**config.mk**
```make
export PLATFORM = sky130hd
export DESIGN_NAME = ex_mem_flags_flat
export DESIGN_NICKNAME = d
export VERILOG_FILES = /design/src/rtl/ex_mem_flags_if.sv /design/src/rtl/ex_mem_flags.sv /design/src/flat_wrapper.sv
export SDC_FILE = /design/constraint.sdc
export NUM_CORES = 1
export LEC_CHECK = 0
export ABC_AREA = 1
export CORE_MARGIN = 3
export CORE_UTILIZATION = 42
export CTS_CLUSTER_DIAMETER = 200
export DETAILED_ROUTE_END_ITERATION = 10
export PLACE_DENSITY = 0.84
export SLEW_MARGIN = 20
export SYNTH_ARGS = -nofsm -noshare
export SYNTH_HDL_FRONTEND = slang
export SYNTH_SLANG_ARGS = --single-unit
```
**constraint.sdc**
```tcl
create_clock -name clk -period 2.71 [get_ports clk]
set_clock_uncertainty 0.05 [all_clocks]
set_input_delay 0.271 -clock clk [delete_from_list [all_inputs] [get_ports clk]]
set_output_delay 0.271 -clock clk [all_outputs]
set_load 0.02 [all_outputs]
```
**src/rtl/ex_mem_flags_if.sv**
```systemverilog
// EX -> MEM boundary bundle for ex_mem_flags.
// master: EX-stage side (drives instruction fields, observes MEM outputs).
// slave : the EX/MEM register itself.
interface ex_mem_flags_if #(
    parameter int DW = 16,
    parameter int RW = 4
);
    logic          stall;
    logic          flush;
    logic          in_valid;
    logic [3:0]    opcode;
    logic [DW-1:0] alu_result;
    logic          ovf_in;
    logic [DW-1:0] st_data_in;
    logic [RW-1:0] dst_in;
    logic          reg_wr_in;
    logic          mem_rd_in;
    logic          mem_wr_in;

    logic          valid_out;
    logic [DW-1:0] result_out;
    logic [DW-1:0] st_data_out;
    logic [RW-1:0] dst_out;
    logic          reg_wr_out;
    logic          mem_rd_out;
    logic          mem_wr_out;
    logic [2:0]    flags_out;
    logic          halted;

    modport master (
        output stall, flush, in_valid, opcode, alu_result, ovf_in,
               st_data_in, dst_in, reg_wr_in, mem_rd_in, mem_wr_in,
        input  valid_out, result_out, st_data_out, dst_out,
               reg_wr_out, mem_rd_out, mem_wr_out, flags_out, halted
    );

    modport slave (
        input  stall, flush, in_valid, opcode, alu_result, ovf_in,
               st_data_in, dst_in, reg_wr_in, mem_rd_in, mem_wr_in,
        output valid_out, result_out, st_data_out, dst_out,
               reg_wr_out, mem_rd_out, mem_wr_out, flags_out, halted
    );
endinterface

```
**src/rtl/ex_mem_flags.sv**
```systemverilog
// EX/MEM pipeline register with the architectural {N,Z,V} flag register and
// sticky halt tracking.
// Optional macro FLAG_BYPASS_EN: when defined, flags_out forwards the flags
// being written this cycle so a branch right after ADD/SUB/XOR needs no stall.
//
// state   | meaning
// --------+-----------------------------------------------------------
// RUN     | normal operation, instructions captured from EX
// HALTED  | HLT reached MEM; further instructions ignored until reset
module ex_mem_flags #(
    parameter int DW = 16,
    parameter int RW = 4
) (
    input  logic         clk,
    input  logic         rst_n,
    ex_mem_flags_if.slave bus
);

    typedef enum logic {
        RUN    = 1'b0,
        HALTED = 1'b1
    } state_t;

    localparam logic [3:0] OP_ADD = 4'b0000;
    localparam logic [3:0] OP_SUB = 4'b0001;
    localparam logic [3:0] OP_XOR = 4'b0010;
    localparam logic [3:0] OP_SLL = 4'b0100;
    localparam logic [3:0] OP_SRA = 4'b0101;
    localparam logic [3:0] OP_ROR = 4'b0110;
    localparam logic [3:0] OP_HLT = 4'b1111;

    state_t        r_state;
    state_t        w_state_nxt;

    logic          r_valid;
    logic [DW-1:0] r_result;
    logic [DW-1:0] r_st_data;
    logic [RW-1:0] r_dst;
    logic          r_reg_wr;
    logic          r_mem_rd;
    logic          r_mem_wr;
    logic [2:0]    r_flags;

    logic          w_cap;
    logic          w_is_hlt;
    logic          w_we_gate;
    logic [2:0]    w_flags_nxt;

    // Capture qualifier; an HLT travels as a valid instruction but never writes.
    always_comb begin
        w_cap     = bus.in_valid & ~bus.stall & ~bus.flush & (r_state == RUN);
        w_is_hlt  = (bus.opcode == OP_HLT);
        w_we_gate = w_cap & ~w_is_hlt;
    end

    // Next state: a captured HLT parks the stage in HALTED until reset.
    always_comb begin
        w_state_nxt = r_state;
        case (r_state)
            RUN:     if (w_cap && w_is_hlt) w_state_nxt = HALTED;
            HALTED:  w_state_nxt = HALTED;
            default: w_state_nxt = RUN;
        endcase
    end

    // Flag values this cycle's capture would write; equals r_flags otherwise.
    always_comb begin
        w_flags_nxt = r_flags;
        if (w_cap) begin
            case (bus.opcode)
                OP_ADD, OP_SUB: begin
                    w_flags_nxt[2] = bus.alu_result[DW-1];
                    w_flags_nxt[1] = (bus.alu_result == '0);
                    w_flags_nxt[0] = bus.ovf_in;
                end
                OP_XOR, OP_SLL, OP_SRA, OP_ROR: begin
                    w_flags_nxt[1] = (bus.alu_result == '0);
                end
                default: w_flags_nxt = r_flags;
            endcase
        end
    end

    // Pipeline, flag and state registers; everything holds under stall.
    always_ff @(posedge clk or negedge rst_n) begin
        if (!rst_n) begin
            r_state   <= RUN;
            r_valid   <= 1'b0;
            r_result  <= '0;
            r_st_data <= '0;
            r_dst     <= '0;
            r_reg_wr  <= 1'b0;
            r_mem_rd  <= 1'b0;
            r_mem_wr  <= 1'b0;
            r_flags   <= 3'b000;
        end else if (!bus.stall) begin
            r_state   <= w_state_nxt;
            r_valid   <= w_cap;
            r_result  <= bus.alu_result;
            r_st_data <= bus.st_data_in;
            r_dst     <= bus.dst_in;
            r_reg_wr  <= bus.reg_wr_in & w_we_gate;
            r_mem_rd  <= bus.mem_rd_in & w_we_gate;
            r_mem_wr  <= bus.mem_wr_in & w_we_gate;
            r_flags   <= w_flags_nxt;
        end
    end

    // Output mapping; the bypass path falls back to the register on stall/flush.
    always_comb begin
        bus.valid_out   = r_valid;
        bus.result_out  = r_result;
        bus.st_data_out = r_st_data;
        bus.dst_out     = r_dst;
        bus.reg_wr_out  = r_reg_wr;
        bus.mem_rd_out  = r_mem_rd;
        bus.mem_wr_out  = r_mem_wr;
        bus.halted      = (r_state == HALTED);
`ifdef FLAG_BYPASS_EN
        bus.flags_out   = (bus.stall | bus.flush) ? r_flags : w_flags_nxt;
`else
        bus.flags_out   = r_flags;
`endif
    end

endmodule

```
**src/flat_wrapper.sv**
```systemverilog
// flat-port wrapper written by rule: the top's interface ports become plain ports
module ex_mem_flags_flat 
#(
    parameter int DW = 16,
    parameter int RW = 4
)
  (clk, rst_n, bus_stall, bus_flush, bus_in_valid, bus_opcode, bus_alu_result, bus_ovf_in, bus_st_data_in, bus_dst_in, bus_reg_wr_in, bus_mem_rd_in, bus_mem_wr_in, bus_valid_out, bus_result_out, bus_st_data_out, bus_dst_out, bus_reg_wr_out, bus_mem_rd_out, bus_mem_wr_out, bus_flags_out, bus_halted);
  ex_mem_flags_if #(.DW(DW), .RW(RW)) bus_i ();
  input  logic clk;
  input  logic rst_n;
  input wire logic [$bits(bus_i.stall)-1:0] bus_stall;
  input wire logic [$bits(bus_i.flush)-1:0] bus_flush;
  input wire logic [$bits(bus_i.in_valid)-1:0] bus_in_valid;
  input wire logic [$bits(bus_i.opcode)-1:0] bus_opcode;
  input wire logic [$bits(bus_i.alu_result)-1:0] bus_alu_result;
  input wire logic [$bits(bus_i.ovf_in)-1:0] bus_ovf_in;
  input wire logic [$bits(bus_i.st_data_in)-1:0] bus_st_data_in;
  input wire logic [$bits(bus_i.dst_in)-1:0] bus_dst_in;
  input wire logic [$bits(bus_i.reg_wr_in)-1:0] bus_reg_wr_in;
  input wire logic [$bits(bus_i.mem_rd_in)-1:0] bus_mem_rd_in;
  input wire logic [$bits(bus_i.mem_wr_in)-1:0] bus_mem_wr_in;
  output wire logic [$bits(bus_i.valid_out)-1:0] bus_valid_out;
  output wire logic [$bits(bus_i.result_out)-1:0] bus_result_out;
  output wire logic [$bits(bus_i.st_data_out)-1:0] bus_st_data_out;
  output wire logic [$bits(bus_i.dst_out)-1:0] bus_dst_out;
  output wire logic [$bits(bus_i.reg_wr_out)-1:0] bus_reg_wr_out;
  output wire logic [$bits(bus_i.mem_rd_out)-1:0] bus_mem_rd_out;
  output wire logic [$bits(bus_i.mem_wr_out)-1:0] bus_mem_wr_out;
  output wire logic [$bits(bus_i.flags_out)-1:0] bus_flags_out;
  output wire logic [$bits(bus_i.halted)-1:0] bus_halted;
  assign bus_i.stall = bus_stall;
  assign bus_i.flush = bus_flush;
  assign bus_i.in_valid = bus_in_valid;
  assign bus_i.opcode = bus_opcode;
  assign bus_i.alu_result = bus_alu_result;
  assign bus_i.ovf_in = bus_ovf_in;
  assign bus_i.st_data_in = bus_st_data_in;
  assign bus_i.dst_in = bus_dst_in;
  assign bus_i.reg_wr_in = bus_reg_wr_in;
  assign bus_i.mem_rd_in = bus_mem_rd_in;
  assign bus_i.mem_wr_in = bus_mem_wr_in;
  assign bus_valid_out = bus_i.valid_out;
  assign bus_result_out = bus_i.result_out;
  assign bus_st_data_out = bus_i.st_data_out;
  assign bus_dst_out = bus_i.dst_out;
  assign bus_reg_wr_out = bus_i.reg_wr_out;
  assign bus_mem_rd_out = bus_i.mem_rd_out;
  assign bus_mem_wr_out = bus_i.mem_wr_out;
  assign bus_flags_out = bus_i.flags_out;
  assign bus_halted = bus_i.halted;
  ex_mem_flags #(.DW(DW), .RW(RW)) u_core (.clk(clk), .rst_n(rst_n), .bus(bus_i));
endmodule
```
# Yosys cells after proc, flatten, opt, wreduce, memory -nomap -nowiden
# Index checks and enable logic that the tools add are counted.
[word_totals]
ramBits = 0
memories = 0
wordCells = 36
mem_bits_ro = 0
output_inout_bits = 44
ff_bits = 44
latchBits = 0
in_bits = 49
[op_classes]
n_reduce_logical = 7
n_eq_ne = 6
n_addsub = 0
magnitude_cmp = 0
n_div = 0
bitwise_logic = 11
mux = 2
mul = 0
shift = 0
[op_table]
columns = ["operator", "n"]
rows = [
  ["logical NOT 16 bit", 1],
  ["equality test 4 x 3 -> 1 bit, second input constant", 3],
  ["bitwise AND 1 bit", 7],
  ["AND reduction 3 bit", 2],
  ["OR reduction 6 bit", 1],
  ["equality test 4 x 1 -> 1 bit, second input constant", 1],
  ["equality test 4 x 2 -> 1 bit, second input constant", 1],
  ["equality test 4 bit, second input constant", 1],
  ["logical NOT 4 bit", 1],
  ["inverter 1 bit", 4],
  ["one-hot mux 1 bit (2 select lines)", 1],
  ["OR reduction 2 bit", 1],
  ["logical AND 1 bit", 1],
  ["2-to-1 mux 1 bit", 1],
]

# Logic depth before layout (Yosys ltp)
[logic_depth]
depth_word = 7
ltp_mapped = 7
ltp_nobuf = 7

# Worst setup path after synthesis
# No wires, ideal clock.
[synth_path]
path_type = "register -> register"
from = "register u_core.r_state, in the netlist u_core.bus.halted"
to = "register u_core.r_flags[2], in the netlist u_core.bus.flags_out[2]"
path_stages_with_launch = 7
t_required_ns = 2.542
n_path_buf = 0
arrival_ns = 0.944
setup_time_ns = 0.118
period_less_slack_ns = 1.111
setup_slack_ns = 1.599
cell_sequence = "dfrtp_1 > nor2_8 > nand2_4 > nor2_4 > inv_2 > nand2_2 > o21ai_2"
[synth_between]
elab_chain_len = 3
[synth_rtl]
columns = ["item", "line_no", "text"]
rows = [
  ["from (decl)", "ex_mem_flags.sv:32", "state_t r_state;"],
  ["from (signal assigned)", "ex_mem_flags.sv:97", "r_state <= w_state_nxt;"],
  ["inverter 1 bit", "ex_mem_flags.sv:51", "w_cap = bus.in_valid & ~bus.stall & ~bus.flush & (r_state == RUN);"],
  ["bitwise AND 1 bit", "ex_mem_flags.sv:51", ""],
  ["AND reduction 3 bit (no line)", "--", ""],
  ["to (signal assigned)", "ex_mem_flags.sv:105", "r_flags <= w_flags_nxt;"],
  ["to (decl)", "ex_mem_flags.sv:42", "logic [2:0] r_flags;"],
]
# No other way between the ends.
# A chain may end at the register's enable or synchronous reset.

# Worst setup path in the final report
[layout_path]
from = "register u_core.r_state, in the netlist u_core.bus.halted"
to = "output port bus_halted"
[layout_lines]
columns = ["item", "line_no", "text"]
rows = [
  ["to (decl)", "flat_wrapper.sv:30", "output wire logic [$bits(bus_i.halted)-1:0] bus_halted;"],
]
# No word-level cell between the ends.

==> out/metrics.cfg <==
[critical_path]
r2r_start=u_core.bus.halted
critPathMaxFanout=3
crit_path_end_kind=output port
cpLargestDelayFamily=buffers and inverters
max_stage_delay_ps=660
rrSetupSlack_ps=1630
crit_path_top_delay_cell=clkdlybuf4s50_1
r2r_end=u_core.bus.flags_out[0]
cp_num_cells=1
cp-start-kind=register
crit_buf_inv=1
critPathKind=register to output port
arrival_ps=1400
reg2regPathDepth=6
crit_chain=clkdlybuf4s50_1
critPathRequiredTime_ps=2390

[synthesis]
syn_avg_cell_area_um2=8.63
synth_async_sr_flop_share_pct=100
yosys_warnings=0
seq_area_frac_synth_pct=61.1
synth_area_leader_cell=dfrtp_1
yosys-top-cells-area=dfrtp_1, nand2_1, nand3_1, nor2_1, buf_2
synth_area_um2=1800
synth-main-ff-cell=dfrtp_1
synth_top_area_share_pct=61.1
syn-num-nets=258
synth_edf_count=0
synthTopCellsByCount=nand2_1, dfrtp_1, nor2_1, inv_1, nand3_1
syn-instance-count=209
post-synth-top-count-cell=nand2_1
synth_seq_cells=44
synth.distinct_cells=15

[floorplanning]
core.rowCount=23
die-area_um2=5120
start_util_pct=44.4
core-area_um2=4060
die_y_um=71.5
die_w_um=71.5
ios=93

[status]
status=complete, no violations

[clocking]
root_buffer=clkbuf_8
numCtsBuffers=5
clkSlewWorstSetupHoldPaths_ps=80
postCtsSetupBuffers=0
cts_hold_buf=0
clockBufferDepth=2
cts_tree=done
ctsResizeCount=0
clock_insertion_delay_worst_skew_ps=290
cts_num_sinks=44
htreeDepth=2

[route]
ant_nets=0
routedWlPerCell_um=12.3
vias_per_cell=4.60
drc=0
routed_wl_um=4320
drt_first_pass_iters=4
vias=1616
drtIter0Drc=77

[grt]
grt_max_degree=45
grt_usage_pct=18.2
antenna_found_initial=0
grt_pass1_vias=1616
overflow=0
grt_pass1_wl_um=7300

[place]
dp_hpwl_um=3190
placed_cell_area_um2=2740
globalplace.congestion=0.702
portBuffers=92

[final_layout]
final_area_um2=2820
final_core_util_pct=69.5
diodes=0
fillers=311
nNetsFinal=350
drive_above_1_share_pct=5.98
area_delta_synth_final_pct=56.3

[sta]
setup_viol=0
slew-limit-headroom_pct=35.7
finalSetupTns_ps=0
drv_slew=0
max_freq_mhz=580
fin_hold_ws_ps=65.7
period_needed_ps=1720
period_share_pct=63.6
tightest_slew_ps=964
hold_viol_final=0
rsz0062_at_grt=false

[pwr]
p_int_mw=1.08
ir_worst_vdd_v=0.000500
power_frac_seq_pct=49.6
p_clk_share_pct=25.4
power_mw=1.52
sw_frac_of_total_pct=28.6
p_comb_share_pct=25.0
power.net_switching_mw=0.433
power.leakage_nw=1.40
powerDensity_nw_per_um2=538

[min_path]
hold_path_class=primary input to async pin

[job]
cap_violations=0

-- cells by family after synthesis --
logic type	synth area share (%)
simple gates	31.8
flops	61.1
buf+inv	4.86
compound gates	2.29
-- placed cells by master (no fill, tap or decap) --
cell	synthesis	final
nor2_8	1	1
nand3_1	8	8
buf_2	7	2
o21bai_1	1	1
dfrtp_1	44	44
buf_4	0	1
o21ai_2	1	1
o21ai_0	5	5
nand2_1	116	116
clkdlybuf4s50_1	0	90
inv_2	2	2
clkinv_2	0	1
nand2_2	1	1
nor2_1	10	10
clkbuf_8	0	5
clkinvlp_4	0	1
nand2_4	1	1
inv_1	9	9
nor2_4	2	2
-- sequential cells by signal, indices dropped and copies added (netlist names) --
name and cells:
u_core.bus.dst_out 4, u_core.bus.flags_out 3, u_core.bus.halted 1, u_core.bus.mem_rd_out 1
u_core.bus.mem_wr_out 1, u_core.bus.reg_wr_out 1, u_core.bus.result_out 16, u_core.bus.st_data_out 16
u_core.bus.valid_out 1
-- worst max-delay path by stage --
stage                      startpoint                 endpoint
floorplan           u_core.bus.halted  u_core.bus.flags_out[2]
global placement    u_core.bus.halted               bus_halted
detailed placement       bus_in_valid  u_core.bus.flags_out[0]
CTS                 u_core.bus.halted               bus_halted
global route        u_core.bus.halted               bus_halted
finish              u_core.bus.halted               bus_halted
-- power groups by stage --
stage / combinational (mW) / clock, mW / sequential, mW
after floorplan: 0.0851 / 0 / 0.838
after global placement: 0.378 / 0 / 0.762
after detailed placement: 0.385 / 0 / 0.764
after CTS: 0.386 / 0.399 / 0.753
after global routing: 0.411 / 0.426 / 0.761
final: 0.380 / 0.385 / 0.752
-- layer usage --
layer | track usage, % | vias up | routed length, um
li1 | - | 814 | -
met5 | 0 | - | 0
met1 | 22.2 | 737 | 1820
met4 | 4.38 | 0 | 13
met3 | 6.87 | 2 | 362
met2 | 30.6 | 63 | 2130
-- per-stage QoR --
step	setup slack [ps]	cells
global route	936	351
CTS	968	351
floorplan	1600	209
finish	985	351
global placement	1310	344
detailed placement	1280	344
-- cell type report --
class,instances,area [um^2],area share (%)
Timing Repair Buffer,93,918,32.6
Clock buffer,5,68.8,2.44
Tap cell,50,62.6,2.22
Clock inverter,2,12.5,0.444
Multi-Input combinational cell,146,614,21.8
Sequential cell,44,1100,39.1
Inverter,11,41.3,1.46
(Power assumes the default switching activity.)
